===== src/rtl/cpu_pipe_pkg.sv =====
// Shared pipeline widths and the EX/MEM entry layout used by the EX/MEM stage and its bench.
package cpu_pipe_pkg;

  localparam int CTRL_W       = 25;
  localparam int DATA_W       = 32;
  localparam int REG_AW       = 5;
  localparam int REGWRITE_BIT = 0;

  typedef struct packed {
    logic [CTRL_W-1:0] ctrl;
    logic [DATA_W-1:0] alu_result;
    logic [DATA_W-1:0] pb;
    logic [REG_AW-1:0] dest;
  } ex_mem_entry_t;

endpackage


===== src/rtl/pipe_skid_buf.sv =====
// Generic 2-entry valid/ready pipeline register: one output register plus one skid entry,
// with a registered in_ready so ready never ripples combinationally back upstream.
module pipe_skid_buf #(
  parameter int           W        = 8,
  parameter logic [W-1:0] CLR_MASK = '0
) (
  input  logic         clk,
  input  logic         reset,
  input  logic         flush,
  input  logic         in_valid,
  output logic         in_ready,
  input  logic [W-1:0] in_data,
  output logic         out_valid,
  input  logic         out_ready,
  output logic [W-1:0] out_data
);

  logic         out_valid_q, out_valid_d;
  logic         skid_valid_q, skid_valid_d;
  logic [W-1:0] out_data_q, out_data_d;
  logic [W-1:0] skid_data_q, skid_data_d;
  logic         ld, acc;

  // Bits in CLR_MASK are zeroed whenever the output register empties.
  always_comb begin
    ld           = !out_valid_q || out_ready;
    acc          = in_valid && !skid_valid_q;
    out_valid_d  = out_valid_q;
    out_data_d   = out_data_q;
    skid_valid_d = skid_valid_q;
    skid_data_d  = skid_data_q;
    if (flush) begin
      out_valid_d  = 1'b0;
      skid_valid_d = 1'b0;
      out_data_d   = out_data_q & ~CLR_MASK;
    end else if (ld) begin
      if (skid_valid_q) begin
        out_valid_d  = 1'b1;
        out_data_d   = skid_data_q;
        skid_valid_d = 1'b0;
      end else if (acc) begin
        out_valid_d = 1'b1;
        out_data_d  = in_data;
      end else begin
        out_valid_d = 1'b0;
        out_data_d  = out_data_q & ~CLR_MASK;
      end
    end else if (acc) begin
      skid_valid_d = 1'b1;
      skid_data_d  = in_data;
    end
  end

  always_ff @(posedge clk or posedge reset) begin
    if (reset) begin
      out_valid_q  <= 1'b0;
      skid_valid_q <= 1'b0;
      out_data_q   <= '0;
      skid_data_q  <= '0;
    end else begin
      out_valid_q  <= out_valid_d;
      skid_valid_q <= skid_valid_d;
      out_data_q   <= out_data_d;
      skid_data_q  <= skid_data_d;
    end
  end

  assign in_ready  = !skid_valid_q;
  assign out_valid = out_valid_q;
  assign out_data  = out_data_q;

endmodule


===== src/rtl/ex_mem_pipe_reg.sv =====
// EX/MEM pipeline register: skid-buffered handshake, flush, bubble ctrl zeroing,
// forwarding qualifier for the hazard unit and a saturating MEM-stall counter.
module ex_mem_pipe_reg #(
  parameter int CTRL_W       = cpu_pipe_pkg::CTRL_W,
  parameter int DATA_W       = cpu_pipe_pkg::DATA_W,
  parameter int REG_AW       = cpu_pipe_pkg::REG_AW,
  parameter int REGWRITE_BIT = cpu_pipe_pkg::REGWRITE_BIT,
  parameter int STALL_CNT_W  = 16
) (
  input  logic                   clk,
  input  logic                   reset,
  input  logic                   flush,
  input  logic                   in_valid,
  output logic                   in_ready,
  input  logic [CTRL_W-1:0]      ctrl_in,
  input  logic [DATA_W-1:0]      alu_result_in,
  input  logic [DATA_W-1:0]      pb_in,
  input  logic [REG_AW-1:0]      dest_in,
  output logic                   out_valid,
  input  logic                   out_ready,
  output logic [CTRL_W-1:0]      ctrl_out,
  output logic [DATA_W-1:0]      alu_result_out,
  output logic [DATA_W-1:0]      pb_out,
  output logic [REG_AW-1:0]      dest_out,
  output logic                   fwd_valid,
  output logic [STALL_CNT_W-1:0] stall_cycles
);

  localparam int ENTRY_W = CTRL_W + 2 * DATA_W + REG_AW;
  // Only the control field is cleared on bubbles; data fields may keep stale values.
  localparam logic [ENTRY_W-1:0] CTRL_MASK = {{CTRL_W{1'b1}}, {(2 * DATA_W + REG_AW){1'b0}}};

  logic [ENTRY_W-1:0]     in_entry, out_entry;
  logic [STALL_CNT_W-1:0] stall_q, stall_d;

  assign in_entry = {ctrl_in, alu_result_in, pb_in, dest_in};

  pipe_skid_buf #(
    .W        (ENTRY_W),
    .CLR_MASK (CTRL_MASK)
  ) u_skid (
    .clk       (clk),
    .reset     (reset),
    .flush     (flush),
    .in_valid  (in_valid),
    .in_ready  (in_ready),
    .in_data   (in_entry),
    .out_valid (out_valid),
    .out_ready (out_ready),
    .out_data  (out_entry)
  );

  assign {ctrl_out, alu_result_out, pb_out, dest_out} = out_entry;

  assign fwd_valid = out_valid && ctrl_out[REGWRITE_BIT] && (dest_out != '0);

  always_comb begin
    stall_d = stall_q;
    if (!flush && out_valid && !out_ready && (stall_q != '1))
      stall_d = stall_q + STALL_CNT_W'(1);
  end

  always_ff @(posedge clk or posedge reset) begin
    if (reset) stall_q <= '0;
    else       stall_q <= stall_d;
  end

  assign stall_cycles = stall_q;

endmodule


===== config.mk =====
export PLATFORM = sky130hd
export DESIGN_NAME = ex_mem_pipe_reg
export DESIGN_NICKNAME = d
export VERILOG_FILES = /design/src/rtl/cpu_pipe_pkg.sv /design/src/rtl/pipe_skid_buf.sv /design/src/rtl/ex_mem_pipe_reg.sv
export SDC_FILE = /design/constraint.sdc
export NUM_CORES = 1
export LEC_CHECK = 0
export ABC_CLOCK_PERIOD_IN_PS = 6900
export CAP_MARGIN = 40
export CORE_MARGIN = 5
export CORE_UTILIZATION = 45
export CTS_CLUSTER_SIZE = 20
export DETAILED_ROUTE_END_ITERATION = 8
export PLACE_DENSITY = 0.77
export SKIP_CTS_REPAIR_TIMING = 1
export SLEW_MARGIN = 5
export SYNTH_ARGS = -nofsm -noshare
export SYNTH_HDL_FRONTEND = slang
export SYNTH_HIERARCHICAL = 1
export SYNTH_SLANG_ARGS = --single-unit

===== constraint.sdc =====
create_clock -name clk -period 6.9 [get_ports clk]
set_input_delay 1.38 -clock clk [delete_from_list [all_inputs] [get_ports clk]]
set_output_delay 1.38 -clock clk [all_outputs]
set_load 0.03 [all_outputs]

==> impl_metrics.sql, run 1 <==
INSERT INTO impl_metrics (metric_group, metric, value, unit) VALUES
('status', 'status', 'completed', ''),
('critical_path', 'timing.critical_path.slowest_stage_cell', 'clkdlybuf4s50_1', ''),
('floorplanning', 'die_area', '22200', 'sq um'),
('timing', 'min_period', '3690', 'ps'),
('final_layout', 'drive_gt1_share', '10.8', '%'),
('floorplanning', 'dieHeight', '149', 'um'),
('synthesis', 'yosysMostFrequentCell', 'dfrtp_1', ''),
('synthesis', 'synthesis.nets', '769', ''),
('timing', 'grt_setup_unrepaired', 'false', ''),
('final_layout', 'finalNetCount', '963', ''),
('final_layout', 'n_antenna_cell', '0', ''),
('routing', 'detail_route.wl_per_cell', '19.3', 'um'),
('placement', 'io_buffers', '211', ''),
('critical_path', 'critical_path_arrival', '4050', 'ps'),
('cts', 'cts-root-buf', 'clkbuf_16', ''),
('routing', 'drt_drc_violations_left', '0', ''),
('routing', 'remaining_number_of_nets_flagged_by_the_antenna_check_after_routing', '0', ''),
('timing', 'worst_slew_margin_rel', '42.5', '%'),
('synthesis', 'synthArstFlopShare', '100', '%'),
('placement', 'placement.setup.worst_slack', '2680', 'ps'),
('synthesis', 'number_of_cells_produced_by_synthesis', '669', ''),
('synthesis', 'postSynthRegisterBits', '206', ''),
('floorplanning', 'initial_utilization', '46.1', '%'),
('cts', 'cts_tree', 'done', ''),
('floorplanning', 'core_area', '18900', 'sq um'),
('pwr', 'power_leakage', '0.00498', 'uW'),
('critical_path', 'worst_path_most_repeated_cell', 'buf_4', ''),
('flow_run', 'drv.max_cap_violation_count', '0', ''),
('critical_path', 'timing.setup.critical_path_class', 'in2reg', ''),
('timing', 'setup_slack', '3210', 'ps'),
('timing', 'drv_slew', '0', ''),
('critical_path', 'worst_setup_path_start_kind', 'input pin', ''),
('pwr', 'total_power', '3530', 'uW'),
('critical_path', 'worst-path-max-fanout', '53', ''),
('critical_path', 'timing.critical_path.to_type', 'flip-flop', ''),
('timing', 'finClkSkew', '9.47', 'ps'),
('grt', 'global_route_wire_length_before_repair', '36100', 'um'),
('timing', 'finalSetupViolations', '0', ''),
('cts', 'tritoncts_sink_count', '206', ''),
('grt', 'via_count_of_the_first_global_routing_pass', '6639', ''),
('critical_path', 'timing.critical_path.cells', 'clkdlybuf4s50_1 > nor3b_4 > buf_4 > nand2_4 > buf_4 > mux2_2', ''),
('synthesis', 'ys_dominant_reg_cell', 'dfrtp_1', ''),
('synthesis', 'area_share_of_the_largest_cell_type_after_synthesis', '59.2', '%'),
('critical_path', 'critPathMaxStageDelay', '710', 'ps'),
('synthesis', 'yosysSeqAreaShare', '59.2', '%'),
('pwr', 'power.density', '300', 'nW/um^2'),
('floorplanning', 'placement_rows', '50', ''),
('critical_path', 'crit_required', '7260', 'ps'),
('synthesis', 'synth-edff-count', '0', ''),
('grt', 'largest_net_degree_at_the_start_of_global_routing', '92', ''),
('cts', 'clkTransAtPathRegs', '60', 'ps'),
('routing', 'drt_first_pass_iters', '4', ''),
('cts', 'clk_path_buf_depth', '3', ''),
('cts', 'cts_h_tree_depth', '1', ''),
('worst_hold_path', 'min-delay-path-class', 'reg2reg', ''),
('synthesis', 'netlist_area', '8710', 'sq um'),
('routing', 'drt_wl_total', '22000', 'um'),
('timing', 'timing_hold_violations_final', '0', ''),
('routing', 'first_iter_violations', '225', ''),
('cts', 'worst_skew_pair.late_latency', '490', 'ps'),
('timing', 'fmaxAchievable', '0.271', 'GHz'),
('synthesis', 'synth.yosys.warnings', '6', ''),
('grt', 'grt_overflow_total', '0', ''),
('placement', 'hpwl_dp', '14200', 'um'),
('timing', 'worst_pin_slew', '863', 'ps'),
('synthesis', 'yosys.cell_types.count', '47', ''),
('timing', 'post-route-period-util', '53.5', '%'),
('routing', 'avgViaCountPerCell', '5.47', ''),
('final_layout', 'nFillCells', '1477', ''),
('pwr', 'vdd_drop_max', '0.000193', 'V'),
('cts', 'tritoncts.num_buffers', '22', ''),
('floorplanning', 'i_o_pin_count', '212', ''),
('grt', 'track_usage', '19.8', '%'),
('final_layout', 'syn2layout_area_growth', '35.1', '%'),
('floorplanning', 'fp.dieW', '149', 'um'),
('grt', 'initial_antenna_violation_count', '0', ''),
('synthesis', 'synth.top_cells.by_count', '206 x dfrtp_1, 70 x a22oi_1, 68 x o2bb2ai_1', ''),
('synthesis', 'yosys-top-cells-area', 'dfrtp_1 59%, mux2_1 7.9%, o2bb2ai_1 6.8%', ''),
('timing', 'tns', '0', 'ps'),
('synthesis', 'syn_area_per_cell', '13.0', 'sq um'),
('synthesis', 'post-synth-top-area-cell', 'dfrtp_1', ''),
('routing', 'via_count', '6228', ''),
('placement', 'gp_congestion', '0.791', '');
-- critical path: cells and delay by family --
kind / cells / cell delay [ps]
buffers and inverters: 3 / 1620
muxes: 1 / 410
and+or+nand+nor: 2 / 560
-- routing by layer --
metal  track usage, %  vias up  wire [um]
li1                 -     2892          -
met1             27.5     3142       9610
met2             32.5      174      10600
met3             4.98       20       1500
met4             3.20        0        228
met5                0        -          0
-- cell families after synthesis --
kind of cell,count (synthesis),synth area share (%)
mux,97,12.5
simple gates,101,6.54
compound gates,197,17.4
xor+xnor,10,1.01
fa+ha+maj,1,0.144
flops,206,59.2
buf+inv,57,3.19
-- final cells by class --
class	count	area, sq um	share of cell area, %
Timing Repair Buffer	222	2230	18.9
Sequential cell	206	5160	43.8
Clock inverter	5	75.1	0.638
Multi-Input combinational cell	406	3300	28.0
Tap cell	260	325	2.77
Clock buffer	34	657	5.58
Inverter	5	26.3	0.223
-- path summary, 6_finish.rpt --
kind | slack [ps] | end | cells after the start | from
max | 3210 | u_skid/skid_data_q[55] | 6 | flush
min | 490 | u_skid/out_data[24] | 1 | u_skid/out_data[24]
max reg2reg | 3460 | u_skid/skid_data_q[55] | 5 | u_skid/skid_valid_q
min reg2reg | 490 | u_skid/out_data[24] | 1 | u_skid/out_data[24]
max in group asynchronous | 4040 | u_skid/skid_valid_q | 4 | reset
min in group asynchronous | 1320 | u_skid/out_data[14] | 2 | reset
-- where the power goes --
group	internal (uW)	leakage (uW)	switching (uW)
clock network	727	0.000360	454
logic	364	0.00204	382
registers	1450	0.00258	153
-- cell usage in the layout, fill, tap and decap left out, types with 23 or more instances in the layout --
cell type	count
nand2_1	57
o21ai_0	28
a22oi_1	70
o2bb2ai_1	68
clkbuf_16	23
mux2_2	34
a22o_1	23
mux2_1	61
dfrtp_1	205
clkdlybuf4s50_1	211
-- through the flow --
step | hold slack [ps] | util (%) | instance area, sq um | std cells
final | 489 | 62.3 | 11800 | 1138
after CTS | 492 | 62.3 | 11800 | 1138
after global routing | 504 | 62.3 | 11800 | 1138
after detailed placement | 473 | 58.4 | 11000 | 1099
after floorplan | 464 | - | 8710 | 669
after global placement | 465 | 58.1 | 11000 | 1097
-- flip-flops by register name, summed over array words and instances (netlist names) --
register             count
u_skid/out_data         94
u_skid/skid_data_q      94
u_skid/skid_valid_q      1
u_skid/out_valid         1
stall_cycles            16
Note: power is estimated with default switching activity, not from simulation.
==> run 2: changes to the inputs <==
Settings changed: ABC_CLOCK_PERIOD_IN_PS 6900 to 3770, CORE_UTILIZATION 45 to 50, PLACE_DENSITY 0.77 to 0.81.
Clock period 6.9 ns to 3.77 ns, I/O delays scaled along.
==> run 2 against run 1 <==
Net effect: wire length shrank 1.4%; critical path depth shrank 3; setup slack lost 2400 ps; via count grew 1.5%; critical endpoint is now fwd_valid; highest routed layer is now met5.
==> impl_metrics.sql, run 2 (same netlist as run 1, synthesis figures left out) <==
INSERT INTO impl_metrics (metric_group, metric, value, unit) VALUES
('grt', 'global_route_wire_length_before_repair', '35600', 'um'),
('cts', 'cts_tree', 'done', ''),
('placement', 'io_buffers', '211', ''),
('routing', 'drt_drc_violations_left', '0', ''),
('grt', 'grt_overflow_total', '0', ''),
('grt', 'via_count_of_the_first_global_routing_pass', '6712', ''),
('routing', 'detail_route.wl_per_cell', '19.6', 'um'),
('floorplanning', 'dieHeight', '142', 'um'),
('timing', 'tns', '0', 'ps'),
('cts', 'cts-root-buf', 'clkbuf_16', ''),
('critical_path', 'crit_required', '3020', 'ps'),
('critical_path', 'critical_path_arrival', '2170', 'ps'),
('cts', 'tritoncts_sink_count', '206', ''),
('final_layout', 'seqCellArea', '5160', 'sq um'),
('pwr', 'total_power', '6420', 'uW'),
('timing', 'drv_slew', '0', ''),
('final_layout', 'multi_input_area', '3300', 'sq um'),
('floorplanning', 'i_o_pin_count', '212', ''),
('cts', 'tritoncts.num_buffers', '22', ''),
('routing', 'drt_wl_total', '21700', 'um'),
('critical_path', 'worstPathBufferInverterCount', '1', ''),
('routing', 'remaining_number_of_nets_flagged_by_the_antenna_check_after_routing', '0', ''),
('pwr', 'power.density', '547', 'nW/um^2'),
('placement', 'dp_cells', '1067', ''),
('critical_path', 'timing.setup.critical_path_class', 'reg2out', ''),
('worst_hold_path', 'min-delay-path-class', 'reg2reg', ''),
('final_layout', 'instances_no_fill', '1104', ''),
('final_layout', 'layout.cells.most_common_list', '211 x clkdlybuf4s50_1, 205 x dfrtp_1, 70 x a22oi_1, 68 x o2bb2ai_1, 61 x mux2_1', ''),
('timing', 'finClkSkew', '11.7', 'ps'),
('timing', 'post-route-period-util', '77.5', '%'),
('final_layout', 'finalNetCount', '966', ''),
('grt', 'largest_net_degree_at_the_start_of_global_routing', '111', ''),
('timing', 'worst_slew_margin_rel', '43.6', '%'),
('placement', 'hpwl_dp', '14200', 'um'),
('final_layout', 'nFillCells', '1262', ''),
('pwr', 'vdd_drop_max', '0.000348', 'V'),
('final_layout', 'n_antenna_cell', '0', ''),
('critical_path', 'timing.critical_path.cells', 'or3_1 > o311a_1 > clkdlybuf4s50_1', ''),
('placement', 'placement.setup.worst_slack', '941', 'ps'),
('floorplanning', 'core_area', '17200', 'sq um'),
('routing', 'avgViaCountPerCell', '5.72', ''),
('critical_path', 'critPathMaxStageDelay', '590', 'ps'),
('critical_path', 'worst-path-max-fanout', '3', ''),
('floorplanning', 'initial_utilization', '50.7', '%'),
('timing', 'timing_hold_violations_final', '0', ''),
('final_layout', 'drive_gt1_share', '11.3', '%'),
('cts', 'clkTransAtPathRegs', '60', 'ps'),
('timing', 'min_period', '2920', 'ps'),
('status', 'status', 'completed', ''),
('grt', 'initial_antenna_violation_count', '1', ''),
('timing', 'grt_setup_unrepaired', 'false', ''),
('timing', 'finalSetupViolations', '0', ''),
('final_layout', 'syn2layout_area_growth', '34.8', '%'),
('placement', 'gp_congestion', '0.747', ''),
('timing', 'setup_slack', '850', 'ps'),
('floorplanning', 'placement_rows', '48', ''),
('floorplanning', 'die_area', '20200', 'sq um'),
('routing', 'drt_first_pass_iters', '4', ''),
('floorplanning', 'fp.dieW', '142', 'um'),
('critical_path', 'timing.critical_path.to_type', 'primary output', ''),
('critical_path', 'timing.critical_path.slowest_stage_cell', 'clkdlybuf4s50_1', ''),
('timing', 'worst_pin_slew', '845', 'ps'),
('final_layout', 'mostFrequentLayoutCell', 'clkdlybuf4s50_1', ''),
('routing', 'via_count', '6320', ''),
('cts', 'cts_h_tree_depth', '1', ''),
('cts', 'clk_path_buf_depth', '3', ''),
('critical_path', 'worst_setup_path_start_kind', 'flip-flop', ''),
('cts', 'worst_skew_pair.late_latency', '490', 'ps'),
('critical_path', 'critical-path-top-delay-family', 'buffers and inverters', ''),
('flow_run', 'drv.max_cap_violation_count', '0', ''),
('final_layout', 'layout.core_utilization', '68.3', '%'),
('timing', 'fmaxAchievable', '0.342', 'GHz'),
('grt', 'track_usage', '21.5', '%'),
('pwr', 'power_leakage', '0.00498', 'uW'),
('routing', 'first_iter_violations', '319', '');
[run 2: cell types whose count changed in the layout (fill, tap and decap cells not counted), sizes merged]
cell / before / now
buf: 11 / 14
bufinv: 2 / 1
clkbuf: 34 / 32
clkinvlp: 0 / 2
inv: 5 / 4
[run 2: per-layer routing]
metal	track usage (%)	vias to the layer above	wire (um)	share of wire (%)
li1	-	2908	-	-
met1	29.4	3179	9000	42
met2	34.1	200	10300	48
met3	6.49	31	1870	8.6
met4	5.56	2	457	2.1
met5	0	-	13	0.060
[run 2: worst paths after layout]
path                                      from                endpoint  slack [ps]  depth (start not counted)
setup / recovery            u_skid/out_data[1]               fwd_valid         850                          3
hold / removal             u_skid/out_data[93]     u_skid/out_data[93]         480                          2
setup reg to reg           u_skid/skid_valid_q  u_skid/skid_data_q[15]        1550                          4
hold reg to reg            u_skid/out_data[93]     u_skid/out_data[93]         480                          2
max in group asynchronous                reset     u_skid/skid_valid_q        2430                          3
min in group asynchronous                reset         stall_cycles[5]         760                          2
[run 2: report_power, final]
group / total [uW] / switching [uW] / leakage [uW] / internal (uW)
registers: 2940 / 283 / 0.00258 / 2650
logic: 1370 / 700 / 0.00205 / 670
clock network: 2110 / 838 / 0.000350 / 1270
[run 2: area by class of cell]
| cell class | instances | share of cell area, % |
|---|---|---|
| clock buffer | 32 | 5.62 |
| clock inverter | 5 | 0.448 |
| inverter | 5 | 0.192 |
| multi-input combinational | 406 | 28.1 |
| sequential | 206 | 44.0 |
| tap | 225 | 2.40 |
| timing repair buffer | 225 | 19.3 |
[run 2: tightest hold or removal path: stages, from the launching register on]
cell     delay, ps
dfrtp_1        340
nand2_1         50
o21ai_0         60
[run 2: metrics by stage]
step                      hold slack [ps]  cell area (sq um)
after floorplan                       464               8710
after global placement                463              11000
after detailed placement              470              11000
after CTS                             483              11700
after global routing                  503              11700
final                                 484              11700
